`src/rtl/stepper_seq.sv`:
```
// stepper_seq: counted, rate-controlled 4-coil stepper move engine.
// A move is started with a start/done handshake. It runs cmd_steps steps,
// one every cmd_div+1 clocks, in wave, full-step or half-step drive.
// The engine also tracks a signed, wrapping absolute position.
module stepper_seq #(
    parameter int DIV_W = 16,
    parameter int CNT_W = 16,
    parameter int POS_W = 24
) (
    input  logic             clk,
    input  logic             rst,
    input  logic             start,
    input  logic             stop,
    input  logic [CNT_W-1:0] cmd_steps,
    input  logic             cmd_dir,
    input  logic [1:0]       cmd_mode,
    input  logic [DIV_W-1:0] cmd_div,
    input  logic             hold_en,
    output logic [3:0]       coil,
    output logic             step_pulse,
    output logic             busy,
    output logic             done,
    output logic             aborted,
    output logic [POS_W-1:0] pos
);

    localparam logic ST_IDLE = 1'b0;
    localparam logic ST_RUN  = 1'b1;

    localparam logic [1:0] MODE_FULL = 2'b01;
    localparam logic [1:0] MODE_HALF = 2'b10;

    logic             state_q, state_d;
    logic [2:0]       idx_q, idx_d;
    logic [POS_W-1:0] pos_q, pos_d;
    logic [CNT_W-1:0] remaining_q, remaining_d;
    logic [DIV_W-1:0] div_cnt_q, div_cnt_d;
    logic [DIV_W-1:0] div_q, div_d;
    logic             dir_q, dir_d;
    logic [1:0]       mode_q, mode_d;
    logic [3:0]       coil_q, coil_d;
    logic             step_pulse_q, step_pulse_d;
    logic             busy_q, busy_d;
    logic             done_q, done_d;
    logic             aborted_q, aborted_d;

    // Eight-entry half-step phase table; even indices energise one coil,
    // odd indices energise two adjacent coils.
    function automatic logic [3:0] phase_coil(input logic [2:0] idx);
        logic [3:0] c;
        case (idx)
            3'd0:    c = 4'b0001;
            3'd1:    c = 4'b0011;
            3'd2:    c = 4'b0010;
            3'd3:    c = 4'b0110;
            3'd4:    c = 4'b0100;
            3'd5:    c = 4'b1100;
            3'd6:    c = 4'b1000;
            default: c = 4'b1001;
        endcase
        return c;
    endfunction

    // Move engine next-state logic: command acceptance, rate divider, stepping and abort.
    always_comb begin
        state_d      = state_q;
        idx_d        = idx_q;
        pos_d        = pos_q;
        remaining_d  = remaining_q;
        div_cnt_d    = div_cnt_q;
        div_d        = div_q;
        dir_d        = dir_q;
        mode_d       = mode_q;
        aborted_d    = aborted_q;
        step_pulse_d = 1'b0;
        done_d       = 1'b0;

        case (state_q)
            ST_IDLE: begin
                if (start) begin
                    dir_d     = cmd_dir;
                    mode_d    = cmd_mode;
                    div_d     = cmd_div;
                    aborted_d = 1'b0;
                    if (cmd_mode == MODE_FULL) begin
                        idx_d = idx_q | 3'b001;
                    end else if (cmd_mode == MODE_HALF) begin
                        idx_d = idx_q;
                    end else begin
                        idx_d = idx_q & 3'b110;
                    end
                    if (cmd_steps == '0) begin
                        done_d = 1'b1;
                    end else begin
                        remaining_d = cmd_steps;
                        div_cnt_d   = cmd_div;
                        state_d     = ST_RUN;
                    end
                end
            end
            default: begin
                if (stop) begin
                    state_d   = ST_IDLE;
                    done_d    = 1'b1;
                    aborted_d = 1'b1;
                end else if (div_cnt_q != '0) begin
                    div_cnt_d = div_cnt_q - DIV_W'(1);
                end else begin
                    if (dir_q) begin
                        idx_d = idx_q + ((mode_q == MODE_HALF) ? 3'd1 : 3'd2);
                        pos_d = pos_q + POS_W'(1);
                    end else begin
                        idx_d = idx_q - ((mode_q == MODE_HALF) ? 3'd1 : 3'd2);
                        pos_d = pos_q - POS_W'(1);
                    end
                    remaining_d  = remaining_q - CNT_W'(1);
                    step_pulse_d = 1'b1;
                    div_cnt_d    = div_q;
                    if (remaining_q == CNT_W'(1)) begin
                        state_d = ST_IDLE;
                        done_d  = 1'b1;
                    end
                end
            end
        endcase

        busy_d = (state_d == ST_RUN);
        coil_d = (busy_d || hold_en) ? phase_coil(idx_d) : 4'b0000;
    end

    // State and output registers, cleared asynchronously by rst.
    always_ff @(posedge clk or posedge rst) begin
        if (rst) begin
            state_q      <= ST_IDLE;
            idx_q        <= '0;
            pos_q        <= '0;
            remaining_q  <= '0;
            div_cnt_q    <= '0;
            div_q        <= '0;
            dir_q        <= 1'b0;
            mode_q       <= '0;
            coil_q       <= '0;
            step_pulse_q <= 1'b0;
            busy_q       <= 1'b0;
            done_q       <= 1'b0;
            aborted_q    <= 1'b0;
        end else begin
            state_q      <= state_d;
            idx_q        <= idx_d;
            pos_q        <= pos_d;
            remaining_q  <= remaining_d;
            div_cnt_q    <= div_cnt_d;
            div_q        <= div_d;
            dir_q        <= dir_d;
            mode_q       <= mode_d;
            coil_q       <= coil_d;
            step_pulse_q <= step_pulse_d;
            busy_q       <= busy_d;
            done_q       <= done_d;
            aborted_q    <= aborted_d;
        end
    end

    assign coil       = coil_q;
    assign step_pulse = step_pulse_q;
    assign busy       = busy_q;
    assign done       = done_q;
    assign aborted    = aborted_q;
    assign pos        = pos_q;

endmodule

```
`config.mk`:
```
export PLATFORM = sky130hd
export DESIGN_NAME = stepper_seq
export DESIGN_NICKNAME = d
export VERILOG_FILES = /design/src/rtl/stepper_seq.sv
export SDC_FILE = /design/constraint.sdc
export NUM_CORES = 1
export LEC_CHECK = 0
export CORE_MARGIN = 8
export CORE_UTILIZATION = 50
export DETAILED_ROUTE_END_ITERATION = 12
export GPL_TIMING_DRIVEN = 1
export PLACE_DENSITY = 0.86
export SKIP_CTS_REPAIR_TIMING = 1
export SLEW_MARGIN = 20
export SYNTH_ARGS = -nofsm -noshare
export SYNTH_HDL_FRONTEND = slang
export SYNTH_SLANG_ARGS = --single-unit
```
`constraint.sdc`:
```
create_clock -name clk -period 2.9 [get_ports clk]
set_input_delay 0.58 -clock clk [delete_from_list [all_inputs] [get_ports clk]]
set_output_delay 0.58 -clock clk [all_outputs]
set_load 0.02 [all_outputs]
```
==> impl_metrics.py <==
metrics = {
    "run_status": {
        "run_status": "finished, final reports clean",
    },
    "grt": {
        "antenna_found_initial": 0,
        "grt_util_all_layers_pct": 19.0,
        "grt_overflow": 0,
        "grt_pass1_vias": 4715,
        "grt_pass1_wl_um": 22900,
        "grt_max_degree": 87,
    },
    "detailed_routing": {
        "dr.pass1.iters": 5,
        "drt_iter0_drc": 296,
        "wl_per_cell_um": 16.6,
        "vias": 4870,
        "viasPerCell": 5.96,
        "remaining_drc_errors": 0,
        "drtAntennaViolNets": 0,
        "wirelength_um": 13500,
    },
    "power_and_ir_drop": {
        "p_leak_nw": 2.72,
        "power.density_nw_per_um2": 581,
        "power_w": 0.00379,
        "ir_drop_mv": 0.433,
    },
    "logic_synthesis": {
        "synth_cell_types": 65,
        "avgSynthCellArea_sq_um": 8.95,
        "async_flop_share_pct": 100,
        "netlist_area_sq_um": 5380,
        "yosys-top-cells-area": "dfrtp_1, ha_1, o21ai_0",
        "synthCells": 601,
        "yosys_most_used_dff": "dfrtp_1",
        "synth_edf_count": 0,
        "netlist.area_leader.share_pct": 40.0,
        "syn_nets": 669,
        "yosys_warnings": 0,
        "synth_area_leader_cell": "dfrtp_1",
        "synth-seq-cells": 86,
        "ys_seq_area_share_pct": 40.0,
    },
    "sta": {
        "max_freq_mhz": 365,
        "setup_viol": 0,
        "grt_setup_unrepaired": "false",
        "period_needed_ns": 2.74,
        "worst_slew_pin_slew_ns": 0.557,
        "final-max-slew-violation-count": 0,
        "hold_violations": 0,
        "skew_ns": 0.0106,
        "slew_headroom_pct": 62.8,
        "fin_crit_sh_pct": 94.4,
    },
    "layout": {
        "syn_to_final_growth_pct": 21.3,
        "layoutNonFillerInstCount": 817,
        "nNetsFinal": 740,
        "diodes": 0,
        "layout-drive-gt1-share_pct": 9.90,
    },
    "clock_tree": {
        "cts.sinks": 86,
        "cts_tree": "built",
        "path_clk_slew_ns": 0.09,
        "clk-insertion-delay-late_ns": 0.36,
        "cts_buffers": 9,
        "cts_buffer_depth": 2,
        "cts_root_buffer": "clkbuf_8",
        "htreeDepth": 3,
    },
    "hold_path": {
        "hp-class": "reg -> reg",
    },
    "floorplanning": {
        "ioPinCount": 72,
        "start_util_pct": 50.5,
        "fp.dieW_um": 120,
        "die_area_sq_um": 14300,
        "rows": 38,
        "die_height_um": 120,
        "core_area_sq_um": 10700,
    },
    "setup_path": {
        "crit_required_ns": 3.20,
        "worstSetupStartpointType": "flop",
        "critPathSlowestCell": "a311oi_4",
        "critical_path_arrival_ns": 3.04,
        "crit_path_end_kind": "flop",
        "crit_buf_inv": 1,
        "slowest_delay_ns": 0.44,
        "path_cells": "clkinvlp_4 -> ha_1 -> and3_1 -> a221oi_4 -> a21oi_2 -> a311oi_4 -> nor3_1 -> or3_1 -> nand3_1",
        "crit_type": "reg -> reg",
        "cp_max_fo": 7,
        "cpLargestDelayFamily": "compound AO/OA/AOI/OAI gates",
    },
    "placed_design": {
        "place_inst": 800,
        "place.port_buffers": 71,
        "routabilityCongestion": 0.859,
        "hpwl_um": 9900,
    },
    "run": {
        "max_cap_violations": 0,
    },
}
## registers in the layout, indices dropped and copies added (netlist names)
name,flops
div_cnt_q,16
done,1
div_q,16
pos,24
dir_q,1
coil,4
aborted,1
idx_q,3
mode_q,2
remaining_q,16
busy,1
step_pulse,1
## synthesized netlist by cell type (4+ instances only)
cell      instances
o31ai_1           6
and3_1            4
nor2_1           43
ha_1             26
nand2b_1          7
nand3_1          26
mux2_2           16
a21o_1            9
nor2b_1           4
inv_1            13
buf_2             7
xor2_1           11
a31oi_1          11
clkbuf_1         16
o211ai_1         14
o22ai_1          18
and2_1            7
nor4_1            7
nand2_1          63
dfrtp_1          86
o21ai_0          64
xnor2_1          16
a21oi_1          51
o21a_1            4
nor3_1           16
## cell usage in the layout (no fill, tap or decap), types with 3 or more instances in the layout
cell             synthesis  routed
nand2b_1                 7       7
a21o_1                   9       9
nor4_1                   7       7
clkdlybuf4s50_1          0      71
o21a_1                   4       4
o21bai_1                 3       3
nor2b_1                  4       4
a21oi_1                 51      50
dfrtp_1                 86      86
nand3_1                 26      26
a31oi_1                 11      11
o211ai_1                14      14
nor2_1                  43      43
mux2_2                  16      16
clkbuf_8                 1      10
nor3_1                  16      16
and2_1                   7       7
xor2_1                  11      11
buf_4                    0      11
nand2_1                 63      63
o21ai_0                 64      64
o22ai_1                 18      18
ha_1                    26      26
xnor2_1                 16      16
o31ai_1                  6       5
a211oi_1                 3       3
a41oi_1                  3       3
and3_1                   4       4
mux2i_1                  3       3
or3_1                    3       3
clkinv_2                 2       3
inv_1                   13      11
## cell type report
| type | instances | area (sq um) |
|---|---|---|
| fill | 923 | 4130 |
| multi-input combinational | 474 | 3090 |
| sequential | 86 | 2150 |
| timing repair buffer | 85 | 845 |
| tap | 140 | 175 |
| clock buffer | 10 | 138 |
| inverter | 16 | 67.6 |
| clock inverter | 6 | 53.8 |
## cell families after synthesis
group,after synthesis,synth area share [%]
compound gates,203,23.1
xor+xnor,28,4.70
fa+ha+maj,28,6.79
buf+inv,41,3.28
flops,86,40.0
mux,19,3.91
simple gates,196,18.2
## power by group
group	switching, W	internal (W)
logic	0.000686	0.000553
clock network	0.000486	0.000350
registers	0.000280	0.00144
total	0.00145	0.00234
## worst reg2reg max path, cell delays in order, from the launching register on
cell        delay [ns]
dfrtp_1           0.40
clkinvlp_4        0.19
ha_1              0.41
and3_1            0.21
a221oi_4          0.33
a21oi_2           0.13
a311oi_4          0.44
nor3_1            0.11
or3_1             0.36
nand3_1           0.09
## final timing paths
path                                        from                    end  slack [ns]  cells past startpoint
setup / recovery               dir_q$_DFFE_PP0P_    pos[22]$_DFFE_PP0P_        0.16                      9
hold / removal             mode_q[1]$_DFFE_PP0P_  mode_q[1]$_DFFE_PP0P_        0.50                      2
setup reg to reg               dir_q$_DFFE_PP0P_    pos[22]$_DFFE_PP0P_        0.16                      9
hold reg to reg            mode_q[1]$_DFFE_PP0P_  mode_q[1]$_DFFE_PP0P_        0.50                      2
max in group asynchronous                    rst   div_q[0]$_DFFE_PP0P_        1.90                      3
min in group asynchronous                    rst      coil[0]$_DFF_PP0_        0.62                      3
## stage by stage
stage                     instance area (sq um)  util [%]  setup WS (ns)  hold slack (ns)  setup TNS [ns]
after floorplan                            5390         -       0.000607            0.442               0
after CTS                                  6470      60.8        -0.0167            0.498         -0.0258
after detailed placement                   6280      59.0        0.00512            0.477               0
final                                      6520      61.2          0.163            0.505               0
after global routing                       6520      61.2        0.00963            0.527               0
after global placement                     6280      59.0          0.113            0.468               0
## metal layers
metal	routed length (um)	global-route usage (%)	vias up
met5	0	0	-
li1	-	-	2354
met2	6820	32.7	145
met4	189	6.17	0
met3	667	3.38	13
met1	5850	23.6	2358
No activity file was read; power rests on OpenSTA's default activity.
